## config.mk

```make
export PLATFORM = sky130hd
export DESIGN_NAME = game_tick_scheduler
export DESIGN_NICKNAME = d
export VERILOG_FILES = /design/src/rtl/dino_tick_pkg.sv /design/src/rtl/tick_divider.sv /design/src/rtl/game_tick_scheduler.sv
export SDC_FILE = /design/constraint.sdc
export NUM_CORES = 1
export LEC_CHECK = 0
export CORE_ASPECT_RATIO = 1.2
export CORE_MARGIN = 5
export CORE_UTILIZATION = 32
export CTS_CLUSTER_DIAMETER = 40
export DETAILED_ROUTE_END_ITERATION = 16
export SYNTH_ARGS = -nofsm -noshare
export SYNTH_HDL_FRONTEND = slang
export SYNTH_SLANG_ARGS = --single-unit
```

## constraint.sdc

```tcl
create_clock -name clk50MHz -period 2.62 [get_ports clk50MHz]
set_clock_uncertainty 0.2 [all_clocks]
set_input_delay 0.262 -clock clk50MHz [delete_from_list [all_inputs] [get_ports clk50MHz]]
set_output_delay 0.262 -clock clk50MHz [all_outputs]
set_load 0.02 [all_outputs]
```

## src/rtl/dino_tick_pkg.sv

```systemverilog
// Shared definitions for the game tick scheduler.
//
// Contents:
//   run_state_e  game run-state encoding (ST_IDLE, ST_RUN, ST_PAUSE, ST_OVER)
//   clog2        ceil(log2(value)), never less than 1; used to size counters
//   max_level    number of speed levels above level 0 that the obstacle period
//                can take before it would drop below the minimum period
//
// No ports (package).
package dino_tick_pkg;

  typedef enum logic [1:0] {
    ST_IDLE  = 2'b00,
    ST_RUN   = 2'b01,
    ST_PAUSE = 2'b10,
    ST_OVER  = 2'b11
  } run_state_e;

  function automatic int unsigned clog2(input longint unsigned value);
    int unsigned n;
    n = 0;
    while ((64'd1 << n) < value) n++;
    return (n == 0) ? 1 : n;
  endfunction

  // A zero step would mean an unbounded number of levels; report 0 and let
  // the elaboration check in the top flag the bad configuration.
  function automatic int unsigned max_level(input int unsigned base_div,
                                            input int unsigned min_div,
                                            input int unsigned step_div);
    if (step_div == 0 || min_div > base_div) return 0;
    return (base_div - min_div) / step_div;
  endfunction

endpackage

```

## src/rtl/tick_divider.sv

```systemverilog
// Clock-enable divider: emits a one-cycle registered strobe every div_i
// enabled cycles.
//
// The counter runs 0..div-1. On the enabled cycle where it sits at div-1 it
// returns to 0 and the tick register is set for exactly one cycle. The period
// in use is held in div_q and only reloaded from div_i when the counter wraps
// or is cleared, so a change on div_i never shortens a count in progress.
//
// Parameters:
//   W       counter / period width (must hold the largest div_i value)
// Ports:
//   clk_i   clock
//   rst_i   synchronous active-high reset (counter 0, tick 0, period <= div_i)
//   en_i    advance the counter this cycle
//   clr_i   restart: counter 0, tick 0, period <= div_i (beats en_i)
//   div_i   period in cycles, >= 1
//   tick_o  registered one-cycle strobe
module tick_divider #(
  parameter int unsigned W = 8
) (
  input  logic         clk_i,
  input  logic         rst_i,
  input  logic         en_i,
  input  logic         clr_i,
  input  logic [W-1:0] div_i,
  output logic         tick_o
);

  logic [W-1:0] cnt_q, cnt_d;
  logic [W-1:0] div_q, div_d;
  logic         tick_q, tick_d;
  logic         wrap;

  always_comb begin
    wrap   = en_i && (cnt_q == (div_q - W'(1)));
    cnt_d  = cnt_q;
    div_d  = div_q;
    tick_d = 1'b0;
    if (clr_i) begin
      cnt_d = '0;
      div_d = div_i;
    end else if (wrap) begin
      cnt_d  = '0;
      div_d  = div_i;
      tick_d = 1'b1;
    end else if (en_i) begin
      cnt_d = cnt_q + W'(1);
    end
  end

  always_ff @(posedge clk_i) begin
    if (rst_i) begin
      cnt_q  <= '0;
      div_q  <= div_i;
      tick_q <= 1'b0;
    end else begin
      cnt_q  <= cnt_d;
      div_q  <= div_d;
      tick_q <= tick_d;
    end
  end

  assign tick_o = tick_q;

endmodule

```

## src/rtl/game_tick_scheduler.sv

```systemverilog
// Game tick scheduler: replaces derived game clocks with one-cycle clock
// enables on clk50MHz and owns the game run-state machine.
//
//   score_tick  every SCORE_DIV cycles, RUN only
//   frame_tick  every FRAME_DIV cycles, free-running after reset
//   obst_tick   every obstacle period, RUN only; the period shrinks as the
//               speed level rises
//
// Build option: define SPEEDUP_EN to enable the speed ramp (speed_level
// advances every SCORE_PER_LEVEL score ticks, saturating at MAX_LEVEL).
// Without it speed_level is 0 and the obstacle period is fixed at
// OBST_BASE_DIV.
//
// Ports:
//   clk50MHz     in   1  system clock
//   reset        in   1  synchronous, active-high reset
//   start        in   1  pulse: begin / restart a game (IDLE or OVER)
//   pause        in   1  pulse: toggle RUN <-> PAUSE
//   collision    in   1  pulse: dino hit an obstacle (RUN or PAUSE -> OVER)
//   state        out  2  00 IDLE, 01 RUN, 10 PAUSE, 11 OVER
//   score_tick   out  1  one-cycle strobe
//   frame_tick   out  1  one-cycle strobe
//   obst_tick    out  1  one-cycle strobe
//   speed_level  out  4  current speed level, 0..MAX_LEVEL
module game_tick_scheduler
  import dino_tick_pkg::*;
#(
  parameter int unsigned CLK_HZ          = 50_000_000,
  parameter int unsigned SCORE_HZ        = 10,
  parameter int unsigned FRAME_HZ        = 60,
  parameter int unsigned OBST_BASE_DIV   = 500_000,
  parameter int unsigned OBST_MIN_DIV    = 200_000,
  parameter int unsigned SPEED_STEP_DIV  = 25_000,
  parameter int unsigned SCORE_PER_LEVEL = 100
) (
  input  logic       clk50MHz,
  input  logic       reset,
  input  logic       start,
  input  logic       pause,
  input  logic       collision,
  output logic [1:0] state,
  output logic       score_tick,
  output logic       frame_tick,
  output logic       obst_tick,
  output logic [3:0] speed_level
);

  localparam int unsigned SCORE_DIV  = CLK_HZ / SCORE_HZ;
  localparam int unsigned FRAME_DIV  = CLK_HZ / FRAME_HZ;
  localparam int unsigned MAX_LEVEL  = max_level(OBST_BASE_DIV, OBST_MIN_DIV, SPEED_STEP_DIV);
  // Dividers must hold the period value itself, hence clog2(div + 1).
  localparam int unsigned SCORE_W    = clog2(SCORE_DIV + 1);
  localparam int unsigned FRAME_W    = clog2(FRAME_DIV + 1);
  localparam int unsigned OBST_RAW_W = clog2(OBST_BASE_DIV + 1);
  localparam int unsigned OBST_W     = (OBST_RAW_W < 20) ? 20 : OBST_RAW_W;

  if (MAX_LEVEL > 15) begin : g_bad_max_level
    $error("game_tick_scheduler: MAX_LEVEL exceeds the 4-bit speed_level range");
  end
  if (SPEED_STEP_DIV == 0 || SCORE_PER_LEVEL == 0 || SCORE_DIV == 0 ||
      FRAME_DIV == 0 || OBST_MIN_DIV == 0 || OBST_MIN_DIV > OBST_BASE_DIV) begin : g_bad_cfg
    $error("game_tick_scheduler: invalid divider configuration");
  end

  run_state_e state_q, state_d;
  logic       run_entry;
  logic       run_hold;
  logic [3:0] level_q;
  logic [OBST_W-1:0] obst_div;

  // ---- run-state machine: collision > pause > start ----
  always_comb begin
    state_d = state_q;
    case (state_q)
      ST_IDLE:  if (start) state_d = ST_RUN;
      ST_RUN: begin
        if (collision)  state_d = ST_OVER;
        else if (pause) state_d = ST_PAUSE;
      end
      ST_PAUSE: begin
        if (collision)  state_d = ST_OVER;
        else if (pause) state_d = ST_RUN;
      end
      ST_OVER:  if (start) state_d = ST_RUN;
      default:  state_d = ST_IDLE;
    endcase
  end

  always_ff @(posedge clk50MHz) begin
    if (reset) state_q <= ST_IDLE;
    else       state_q <= state_d;
  end

  // A fresh game (from IDLE or OVER) restarts every game counter; resuming
  // from PAUSE does not. The game dividers only advance on cycles that both
  // start and end in RUN, so no tick is registered on the cycle that leaves
  // RUN and a paused count resumes exactly where it stopped.
  assign run_entry = (state_d == ST_RUN) && ((state_q == ST_IDLE) || (state_q == ST_OVER));
  assign run_hold  = (state_q == ST_RUN) && (state_d == ST_RUN);

  // ---- speed ramp ----
`ifdef SPEEDUP_EN
  localparam int unsigned LVL_W = clog2(SCORE_PER_LEVEL);

  logic [LVL_W-1:0] level_cnt_q, level_cnt_d;
  logic [3:0]       level_d;

  // Counts registered score ticks; the level moves one cycle after the
  // SCORE_PER_LEVEL-th tick is visible on score_tick.
  always_comb begin
    level_cnt_d = level_cnt_q;
    level_d     = level_q;
    if (run_entry) begin
      level_cnt_d = '0;
      level_d     = '0;
    end else if (score_tick) begin
      if (level_cnt_q == LVL_W'(SCORE_PER_LEVEL - 1)) begin
        level_cnt_d = '0;
        if (level_q != 4'(MAX_LEVEL)) level_d = level_q + 4'd1;
      end else begin
        level_cnt_d = level_cnt_q + LVL_W'(1);
      end
    end
  end

  always_ff @(posedge clk50MHz) begin
    if (reset) begin
      level_cnt_q <= '0;
      level_q     <= '0;
    end else begin
      level_cnt_q <= level_cnt_d;
      level_q     <= level_d;
    end
  end

  // On a fresh game the level is being cleared this same cycle, so load the
  // base period directly rather than the stale level's period.
  always_comb begin
    if (run_entry) obst_div = OBST_W'(OBST_BASE_DIV);
    else           obst_div = OBST_W'(OBST_BASE_DIV) - (OBST_W'(level_q) * OBST_W'(SPEED_STEP_DIV));
  end
`else
  assign level_q  = 4'd0;
  assign obst_div = OBST_W'(OBST_BASE_DIV);
`endif

  // ---- tick dividers ----
  tick_divider #(.W(SCORE_W)) u_score_div (
    .clk_i  (clk50MHz),
    .rst_i  (reset),
    .en_i   (run_hold),
    .clr_i  (run_entry),
    .div_i  (SCORE_W'(SCORE_DIV)),
    .tick_o (score_tick)
  );

  tick_divider #(.W(FRAME_W)) u_frame_div (
    .clk_i  (clk50MHz),
    .rst_i  (reset),
    .en_i   (1'b1),
    .clr_i  (1'b0),
    .div_i  (FRAME_W'(FRAME_DIV)),
    .tick_o (frame_tick)
  );

  tick_divider #(.W(OBST_W)) u_obst_div (
    .clk_i  (clk50MHz),
    .rst_i  (reset),
    .en_i   (run_hold),
    .clr_i  (run_entry),
    .div_i  (obst_div),
    .tick_o (obst_tick)
  );

  assign state       = state_q;
  assign speed_level = level_q;

endmodule
```

==> summary.md, run 1 <==
| Metric | Value |
|---|---|
| Setup_tns | 0 ps |
| Reg-to-reg setup timing slack | 120 ps |
| RePlAce Congestion | roughly 0.81 |
| Most area-hungry cell type in the Yosys netlist | dfxtp_1 |
| Pwr per Cell Area | roughly 770 mW/mm2 |
| Leak pwr | 0.00132 uW |
| Skew-Pair Late Insertion Delay | roughly 330 ps |
| Final Cycle Share | around 96% |
| Critical Path Most Common Cell | buf_4 |
| Vias in the first global route | 2927 |
| H-tree Lvls | 3 |
| Iteration-0 DRC count of the detailed router | roughly 110 |
| Clock power share | between 30% and 40% |
| Maximum vdd drop | 334 uV |
| Maxcap violations | 0 |
| Critical-path maximum fanout | 8 |
| Slew Viols, Final | 0 |
| Crit-path max cell delay | 500 ps |
| Routed wire length | 7710 um |
| Clock sinks | 68 |
| Seq/Total Area, Yosys | 40.0% |
| Unrepaired setup endpoints after global routing | no |
| First-pass GRT wire length | 12800 um |
| Share of layout cells above drive strength 1 | roughly 14% |
| Avg WL per Cell | ~13 um |
| Residual DRC | 0 |
| Req. time, crit path | between 2000 and 3000 ps |
| Ant. Diodes | 0 |
| HP Class | reg2reg |
| Cts bufs inserted | 9 |
| Port bufs | 9 |
| Hold Vio Cnt, Final | 0 |
| I/O pin count | 14 |
| Net Sw Frac | 31.3% |
| Psw | 989 uW |
| WHS Endpoint | u_score_div.cnt_q[22] |
| Final min period | 2500 ps |
| Synth-to-Final Area Change | 21.0% |
| Status | finished, final reports clean |
| CP arrival | 2570 ps |
| Relative slew margins | 66.9% |
| Post-synth top area share | 40.0% |
| Post-Syn Area | 0.00340 mm2 |
| Critical-path cell list | inv_1, ha_1, o21a_1, o32a_1, nand4_1, buf_4, buf_4, or4_1, a21oi_1 |
| Fillers | approximately 1100 |
| CP startpoint kind | flop |
| Critical R2R Launch | state[0] |
| First-pass detailed-route iteration total | 4 |
| R2R depth | 9 |
| Slowest stage cell on the critical path | or4_1 |
| Clock buffer depth | 2 |
| Critical Path End Type | flop |
| Worst Tran Pin Value | 492 ps |
| Final setup viols | 0 |
| Die Span X | 104 um |
| Hold buffer count at cts | 0 |
| Die H | approximately 120 um |
| Final HPWL DP | 5550 um |
| EDFF count, synth | 0 |
| CTS tree | done |
| Total core area | 0.0105 mm2 |
| Num rows | 41 |
| Largest delay share family, worst path | simple AND/OR/NAND/NOR gates |
| Buffers & Inverters on Critical Path | 3 |
| Via density per instance | 5.31 |
| Fmax achieved | 399 MHz |
| Final nets | 457 |
| Finished Layout Cells | 578 |
| Cell depth of the worst hold path | 2 |
| Clock Pin Slew Worst Setup and Hold Paths | 50 ps |
| Synth Area per Inst | 8.32 um2 |
| Post-Synthesis Cells | 409 |
| Int Pwr | about 2200 uW |
| Synth Register Bits | a little under 70 |
| Synth cell types | 50 |
| Hold_sp | u_score_div.cnt_q[22] |
| Synthesis Warnings | 0 |
| Comb pwr share | 30.0% |
| Antenna Violating Nets Remaining | 0 |
| Register share of total power | a little over a third |
| Clock Root Buffer | clkbuf_16 |
| Initial antenna violation count | 0 |
| GR Util All Layers | 12.0% |
| Synth area leaders | dfxtp_1, a21oi_1, or3_1 |
| Fin util | 39.4% |
| Crit Path Category | reg2reg |
| Largest net degree at the start of global routing | 24 |
| Initial Util | 32.5% |
| Post-synth ARST share | 0% |
| Most used DFF post-synth | dfxtp_1 |
| Total number of vias | approximately 3100 |
| Die area | about 0.013 mm2 |
| R2r endpoint | u_obst_div.cnt_q[6] |
| Dpl cells | 561 |
| Grt ovf | 0 |
## power groups by stage
stage / clock network, uW / logic (uW) / registers (uW)
after floorplan: 0 / 494 / 1140
after global placement: 0 / 894 / 1130
after detailed placement: 0 / 905 / 1130
after CTS: 1140 / 916 / 1110
after global routing: 1190 / 1030 / 1120
final: 1100 / 948 / 1110
## through the flow
stage	area, um2	hold WS, ps	worst slack, ps	power (uW)
after floorplan	3420	241	79.4	1630
after global placement	3830	264	-117	2020
after detailed placement	3830	268	-153	2040
after CTS	4100	278	5.85	3160
after global routing	4120	314	1.83	3330
final	4120	280	115	3160
## logic make-up after synthesis
group	share of synthesized area, %
fa+ha+maj	2.57
other cells	0.110
buf+inv	5.03
simple gates	30.6
flops	40.0
mux	0.588
compound gates	15.4
xor+xnor	5.66
## registers in the layout, indices dropped and copies added (netlist names)
name	count
u_score_div.cnt_q	23
state	2
u_obst_div.cnt_q	20
u_frame_div.tick_o	1
u_obst_div.tick_o	1
u_score_div.tick_o	1
u_frame_div.cnt_q	20
## placed cells by master (no fill, tap or decap), types with 9 or more instances in the layout
cell type        synthesis  final
clkbuf_16                0      9
a21oi_1                 37     37
nand2_1                 20     20
nand3_1                 21     21
or3_1                   24     24
buf_4                    5     32
nand4_1                 22     22
nor2_1                  38     38
dfxtp_1                 68     66
o31ai_1                 11     11
o21ai_0                 24     24
or4_1                   14     13
xnor2_1                  9      9
xor2_1                  13     13
clkdlybuf4s50_1          0      9
inv_1                   15     15
## cell usage after synthesis, types with 5 or more instances
| cell | number |
|---|---|
| a21oi_1 | 37 |
| buf_4 | 5 |
| clkbuf_1 | 12 |
| dfxtp_1 | 68 |
| ha_1 | 7 |
| inv_1 | 15 |
| nand2_1 | 20 |
| nand3_1 | 21 |
| nand4_1 | 22 |
| nor2_1 | 38 |
| nor3_1 | 7 |
| nor4_1 | 8 |
| o21ai_0 | 24 |
| o31ai_1 | 11 |
| or3_1 | 24 |
| or4_1 | 14 |
| xnor2_1 | 9 |
| xor2_1 | 13 |
## worst max path at each step
stage,slack (ps),depth (start not counted),endpoint,start
3_5_place_dp,-150,7,u_obst_div.cnt_q[6],pause
6_report,120,9,u_obst_div.cnt_q[6],state[0]
4_1_cts,6,8,u_obst_div.cnt_q[6],state[0]
3_3_place_gp,-120,7,u_obst_div.cnt_q[6],pause
5_1_grt,2,9,u_obst_div.cnt_q[6],state[0]
2_1_floorplan,80,9,u_obst_div.cnt_q[1],state[0]
## worst reg2reg max path: stages, from the launching register on
cell     delay [ps]
dfxtp_2         380
inv_1            60
ha_1            320
o21a_1          170
o32a_1          220
nand4_1         110
buf_4           180
buf_4           160
or4_1           500
a21oi_1         150
## area by class of cell
class / count / area (um2) / share of cell area (%)
flip-flops and latches: 68 / 1360 / 33.1
clock buffers: 13 / 260 / 6.32
well taps: 129 / 161 / 3.92
repair buffers: 44 / 382 / 9.26
clock inverters: 2 / 10.0 / 0.243
inverters: 15 / 56.3 / 1.37
multi-input cells: 307 / 1890 / 45.8
## routing by layer
layer,vias up,track usage (%),routed length [um]
met5,-,0,0
li1,1574,-,-
met3,16,3.71,216
met1,1446,13.5,3510
met2,35,20.5,3780
met4,0,6.48,199
## timing repair
| item | in CTS | in global routing |
|---|---|---|
| setup buffers | 0 | 2 |
| endpoints found under the setup margin | 1 | 10 |
| pin swaps | 1 | 2 |
| hold endpoints to repair | 0 | 0 |
| resized for setup | 0 | 3 |
Note: power is estimated with default switching activity, not from simulation.
==> run 2: changes to the inputs <==
HOLD_SLACK_MARGIN = 0.15   (was unset)
clock period = 2.6 ns   (was 2.62 ns; I/O delays follow)
==> summary.md, run 2 (synthesis results as in run 1) <==
| Metric | Value |
|---|---|
| Pwr per Cell Area | 778 mW/mm2 (+1.3%) |
| Skew-Pair Late Insertion Delay | 330 ps (about the same) |
| CP arrival | 2540 ps (-30 ps) |
| HP Class | reg2reg |
| Residual DRC | 0 (unchanged) |
| Share of layout cells above drive strength 1 | 13.6% (unchanged) |
| Req. time, crit path | 2670 ps (about the same) |
| CP startpoint kind | flop |
| Final HPWL DP | 5590 um (+0.84%) |
| Die H | 123 um (unchanged) |
| Dpl ws | -209 ps (-55.5 ps) |
| Clock sinks | 68 (unchanged) |
| Number of flip-flops in the largest register | 23 (unchanged) |
| Avg WL per Cell | 13.4 um (+0.40%) |
| Routed wire length | 7740 um (+0.40%) |
| Clock Root Buffer | clkbuf_16 |
| Synth-to-Final Area Change | 21.4% |
| Final min period | 2470 ps (-31.0 ps) |
| H-tree Lvls | 3 (unchanged) |
| Slew Viols, Final | 0 (unchanged) |
| Fmax achieved | 404 MHz (+1.3%) |
| Total number of vias | 3100 (+0.94%) |
| Unrepaired setup endpoints after global routing | no |
| Dpl cells | 563 (+0.36%) |
| Maximum vdd drop | 327 uV (-2.0%) |
| Ant. Diodes | 0 (unchanged) |
| Critical-path cell list | nand2_1, or4_1, or4_4, or4_1, a21oi_1 |
| Final Cycle Share | 95.1% (-0.46 points) |
| Via density per instance | 5.36 (+0.94%) |
| Largest delay share family, worst path | simple AND/OR/NAND/NOR gates |
| Tightest hold margin | 284 ps (+3.79 ps) |
| Fin area | 0.00413 mm2 (+0.27%) |
| Die area | 0.0128 mm2 (unchanged) |
| Final setup viols | 0 (unchanged) |
| Hold Vio Cnt, Final | 0 (unchanged) |
| Most frequent cells in the layout | dfxtp_1, nor2_1, a21oi_1 |
| CTS tree | done |
| Fillers | 1067 (+0.28%) |
| Die Span X | 104 um (unchanged) |
| PnR worst setup slack | 126 ps (+11.0 ps) |
| Commonest non-fill, non-tap cell in the layout | dfxtp_1 |
| Hold buffer count at cts | 0 (unchanged) |
| Power Total | 3210 uW (+1.6%) |
| Port bufs | 9 (unchanged) |
| First-pass GRT wire length | 13400 um (+4.7%) |
| Reg with most FFs | u_score_div.cnt_q |
| Crit-path max cell delay | 590 ps (+90 ps) |
| Status | finished, final reports clean |
| Antenna Violating Nets Remaining | 0 (unchanged) |
| Critical-path maximum fanout | 5 (-3) |
| Buffers & Inverters on Critical Path | 0 (-3) |
| Slowest stage cell on the critical path | or4_1 |
| Cts bufs inserted | 9 (unchanged) |
| GR Util All Layers | 12.7% (+0.70 points) |
| Maxcap violations | 0 (unchanged) |
| RePlAce Congestion | 0.808 (+0.21%) |
| Critical Path Most Common Cell | or4_1 |
| Largest net degree at the start of global routing | 24 (unchanged) |
| Final nets | 458 (+0.22%) |
| Grt ovf | 0 (unchanged) |
| Leak pwr | 0.00132 uW (+0.15%) |
| Num rows | 41 (unchanged) |
| First-pass detailed-route iteration total | 4 (unchanged) |
| Clock buffer depth | 2 (unchanged) |
| Critical Path End Type | flop |
| Iteration-0 DRC count of the detailed router | 215 (+89%) |
| Vias in the first global route | 2998 (+2.4%) |
| Initial antenna violation count | 0 (unchanged) |
| Area after DPL | 0.00384 mm2 (+0.39%) |
| I/O pin count | 14 (unchanged) |
| Finished Layout Cells | 578 (unchanged) |
| Largest regs | u_score_div.cnt_q (23), u_frame_div.cnt_q (20), u_obst_div.cnt_q (20) |
| Total core area | 0.0105 mm2 (unchanged) |
| Initial Util | 32.5% (unchanged) |
| Crit Path Category | reg2reg |
| Clock Pin Slew Worst Setup and Hold Paths | 50 ps (about the same) |
[run 2: cell count changes in the layout (fill, tap and decap cells not counted), sizes merged]
cell and delta:
buf +1, clkbuf -2, bufinv +1
[run 2: layer usage]
metal | global-route usage [%] | share of wire [%] | vias up
met5 | 0 | 0 | -
met4 | 7.13 | 3.1 | 0
met3 | 3.92 | 3.6 | 17
met2 | 21.8 | 49 | 56
met1 | 14.0 | 44 | 1448
li1 | - | - | 1579
[run 2: worst register-to-register path, cell delays in order (launching register included)]
cell,delay (ps)
dfxtp_1,380
nand2_1,140
or4_1,590
or4_4,550
or4_1,400
a21oi_1,160
[run 2: stage by stage]
step	util [%]	TNS (ps)
floorplan	-	0
finish	39.5	0
global placement	36.7	-679
global route	39.5	0
CTS	39.3	0
detailed placement	36.7	-2430
[run 2: path summary, 6_finish.rpt]
check                                            from                    end  slack (ps)  depth (start not counted)
worst min register to register  u_score_div.cnt_q[22]  u_score_div.cnt_q[22]         280                          2
worst max register to register   u_score_div.cnt_q[8]  u_score_div.cnt_q[22]         130                          5
worst min-delay path            u_score_div.cnt_q[22]  u_score_div.cnt_q[22]         280                          2
worst max-delay path             u_score_div.cnt_q[8]  u_score_div.cnt_q[22]         130                          5
[run 2: report_power, final]
part	internal (uW)	switching (uW)
combinational	432	515
clock	727	418
sequential	1080	40.6
total	2240	973
[run 2: layout make-up]
class / instances / area, um2 / share of cell area (%)
well taps: 129 / 161 / 3.91
flip-flops and latches: 68 / 1370 / 33.1
clock buffers: 11 / 233 / 5.63
repair buffers: 45 / 385 / 9.33
clock inverters: 3 / 40.0 / 0.969
multi-input cells: 307 / 1890 / 45.7
inverters: 15 / 56.3 / 1.36
[run 2: what timing repair did]
action                     CTS  global route
hold endpoints to repair     0             0
setup endpoints to repair    0            20
setup buffers                0             1
resized for setup            0             3
==> run 3: changes to the inputs <==
SYNTH_HIERARCHICAL = 1   (was unset)
==> summary.md, run 3 <==
| Metric | Value |
|---|---|
| Status | finished with violations |
| Failing checks | negative setup slack |
| Antenna Violating Nets Remaining | 0 (unchanged) |
| Final Cycle Share | 118% (+23 points) |
| Share of layout cells above drive strength 1 | 32.8% (+19 points) |
| Avg WL per Cell | 14.5 um (+8.3%) |
| Initial Util | 32.4% (-0.15 points) |
| Post-synth top area share | 24.5% (-16 points) |
| R2r endpoint | u_score_div/div_q[4] |
| Top-count cell post-synth | xnor2_1 |
| Req. time, crit path | 2540 ps (-130 ps) |
| Post-synth ARST share | 0% (unchanged) |
| Die Span X | 152 um (+46%) |
| Final nets | 1026 (+120%) |
| Cts bufs inserted | 17 (+8) |
| GR Util All Layers | 13.6% (+0.85 points) |
| Clock sinks | 131 (+93%) |
| Hold_sp | u_frame_div/cnt_q[19] |
| Most frequent cells in the layout | buf_4, xnor2_1, nand2_1 |
| Synth cell types | 75 (+50%) |
| Critical Path End Type | flop |
| Total number of vias | 6572 (+110%) |
| Synth area leaders | edfxtp_1, dfxtp_1, xnor2_1 |
| Maximum vdd drop | 715 uV (+120%) |
| Post-Synthesis Cells | 786 (+92%) |
| Unrepaired setup endpoints after global routing | yes |
| Via density per instance | 4.89 (-8.9%) |
| Clock Pin Slew Worst Setup and Hold Paths | 70 ps (+20 ps) |
| Iteration-0 DRC count of the detailed router | 298 (+39%) |
| Leak pwr | 0.00419 uW (+220%) |
| Skew-Pair Late Insertion Delay | 420 ps (+90 ps) |
| HP Class | reg2reg |
| Largest net degree at the start of global routing | 22 (-8.3%) |
| R2R depth | 10 (+5) |
| Commonest non-fill, non-tap cell in the layout | buf_4 |
| CP arrival | 3000 ps (+460 ps) |
| Cell depth of the worst hold path | 3 (+1) |
| Hold Vio Cnt, Final | 0 (unchanged) |
| Num rows | 62 (+51%) |
| Clock buffer depth | 2 (unchanged) |
| Pwr per Cell Area | 739 mW/mm2 (-4.9%) |
| First-pass detailed-route iteration total | 5 (+1) |
| CP startpoint kind | flop |
| CTS tree | done |
| Largest regs | u_score_div/cnt_q (23), u_score_div/div_q (23) |
| Final min period | 3060 ps (+587 ps) |
| Tightest hold margin | 381 ps (+97.0 ps) |
| Synth Area per Inst | 9.84 um2 (+18%) |
| Crit Path Category | reg2reg |
| First-pass GRT wire length | 31000 um (+130%) |
| I/O pin count | 14 (unchanged) |
| WHS Endpoint | u_frame_div/cnt_q[19] |
| Relative slew margins | 66.7% |
| Port bufs | 9 (unchanged) |
| Initial antenna violation count | 0 (unchanged) |
| H-tree Lvls | 4 (+1) |
| Most area-hungry cell type in the Yosys netlist | edfxtp_1 |
| Ant. Diodes | 0 (unchanged) |
| Worst Tran Pin Value | 496 ps |
| Total core area | 0.0239 mm2 (+130%) |
| Post-Syn Area | 0.00774 mm2 (+130%) |
| Dpl ws | -768 ps (-559 ps) |
| Vias in the first global route | 6500 (+120%) |
| Critical R2R Launch | u_score_div/div_q[8] |
| Synth Register Bits | 131 (+93%) |
| Final setup viols | 109 (+109) |
| Synth-to-Final Area Change | 43.6% |
| Hold buffer count at cts | 0 (unchanged) |
| Final HPWL DP | 12700 um (+130%) |
| RePlAce Congestion | 0.792 (-2.1%) |
| Synthesis Warnings | 6 (+6) |
| Critical-path maximum fanout | 5 (unchanged) |
| Grt ovf | 0 (unchanged) |
| Clock Root Buffer | clkbuf_16 |
| Die area | 0.0274 mm2 (+110%) |
| Reg-to-reg setup timing slack | -460 ps (-590 ps) |
| Die H | 180 um (+47%) |
| Routed wire length | 19500 um (+150%) |
| Commonest cells in the netlist | xnor2_1, nand2_1, dfxtp_1 |
| Maxcap violations | 0 (unchanged) |
| Fmax achieved | 327 MHz (-19%) |
| Seq/Total Area, Yosys | 42.1% (+2.1 points) |
| Residual DRC | 0 (unchanged) |
| EDFF count, synth | 63 (+63) |
| PnR worst setup slack | -461 ps (-587 ps) |
| Slew Viols, Final | 0 (unchanged) |
| Most used DFF post-synth | dfxtp_1 |
run 3: cell count changes in the layout (fill, tap and decap cells not counted), sizes merged, moves of 11 or more:
| cell | change |
|---|---|
| buf | +132 |
| conb | +66 |
| edfxtp | +63 |
| inv | +11 |
| nand2 | +55 |
| nor2b | +11 |
| nor3 | +28 |
| nor4 | +36 |
| o21ai | -17 |
| or3 | -18 |
| or4 | -12 |
| xnor2 | +69 |
| xor2 | +41 |
run 3: layout make-up:
type / count / area, um2
Clock inverter: 15 / 171
Multi-Input combinational cell: 663 / 5150
Tap cell: 320 / 400
Inverter: 20 / 75.1
Sequential cell: 131 / 3260
Fill cell: 2253 / 12800
Timing Repair Buffer: 179 / 1630
Clock buffer: 17 / 425
run 3: worst max-delay path by stage:
stage	from	endpoint	cells after the start
5_1_grt	u_score_div/div_q[6]	u_score_div/div_q[2]	11
3_5_place_dp	pause	u_score_div/div_q[17]	11
2_1_floorplan	state[0]	u_score_div/div_q[0]	12
4_1_cts	u_score_div/div_q[10]	u_score_div/div_q[10]	9
3_3_place_gp	pause	u_score_div/div_q[12]	11
6_report	u_score_div/div_q[8]	u_score_div/div_q[4]	10
run 3: per-stage QoR:
step	cells	power [uW]	area (um2)	utilization, %	setup TNS, ps
floorplan	854	4150	8070	-	-34860
global placement	1272	5240	9330	39.1	-53630
detailed placement	1272	5280	9330	39.1	-54240
CTS	1331	8150	10600	44.4	-28250
global route	1345	8650	11100	46.5	-46740
finish	1345	8210	11100	46.5	-32890
run 3: metal layers:
metal | up-vias | share of wire [%] | global-route usage, %
met5 | - | 0 | 0
met2 | 85 | 54 | 24.9
li1 | 3295 | - | -
met1 | 3174 | 43 | 15.9
met4 | 0 | 1.1 | 4.28
met3 | 18 | 2.3 | 2.55
run 3: kinds of logic (layout without fill, tap and decap cells):
kind of cell | Yosys count | count (layout) | share of synthesized area [%]
xor+xnor | 135 | 135 | 15.8
flops | 131 | 131 | 42.1
mux | 6 | 6 | 0.809
fa+ha+maj | 9 | 9 | 1.46
other cells | 2 | 70 | 0.0971
compound gates | 112 | 113 | 10.1
buf+inv | 61 | 231 | 4.22
simple gates | 330 | 330 | 25.5
run 3: power breakdown:
part	leakage (uW)	switching, uW	internal (uW)	total (uW)
Clock	0.000293	968	1440	2410
Sequential	0.00118	253	2540	2790
Combinational	0.00271	1540	1480	3010
Total	0.00419	2760	5460	8210
run 3: repair_timing:
item,4_1_cts,5_1_grt
cloned,7,4
endpoints found under the setup margin,129,129
setup buffers,20,14
pin swaps,33,36
gates resized for setup,85,80
run 3: worst max-delay path, stage by stage (launching register included):
cell and delay, ps:
edfxtp_1 440, buf_6 150, or4_4 550, nor4_4 240, xnor2_1 160, o211a_1 200
nand4_1 150, nor4_4 270, nand2b_4 200, buf_6 120, buf_12 100
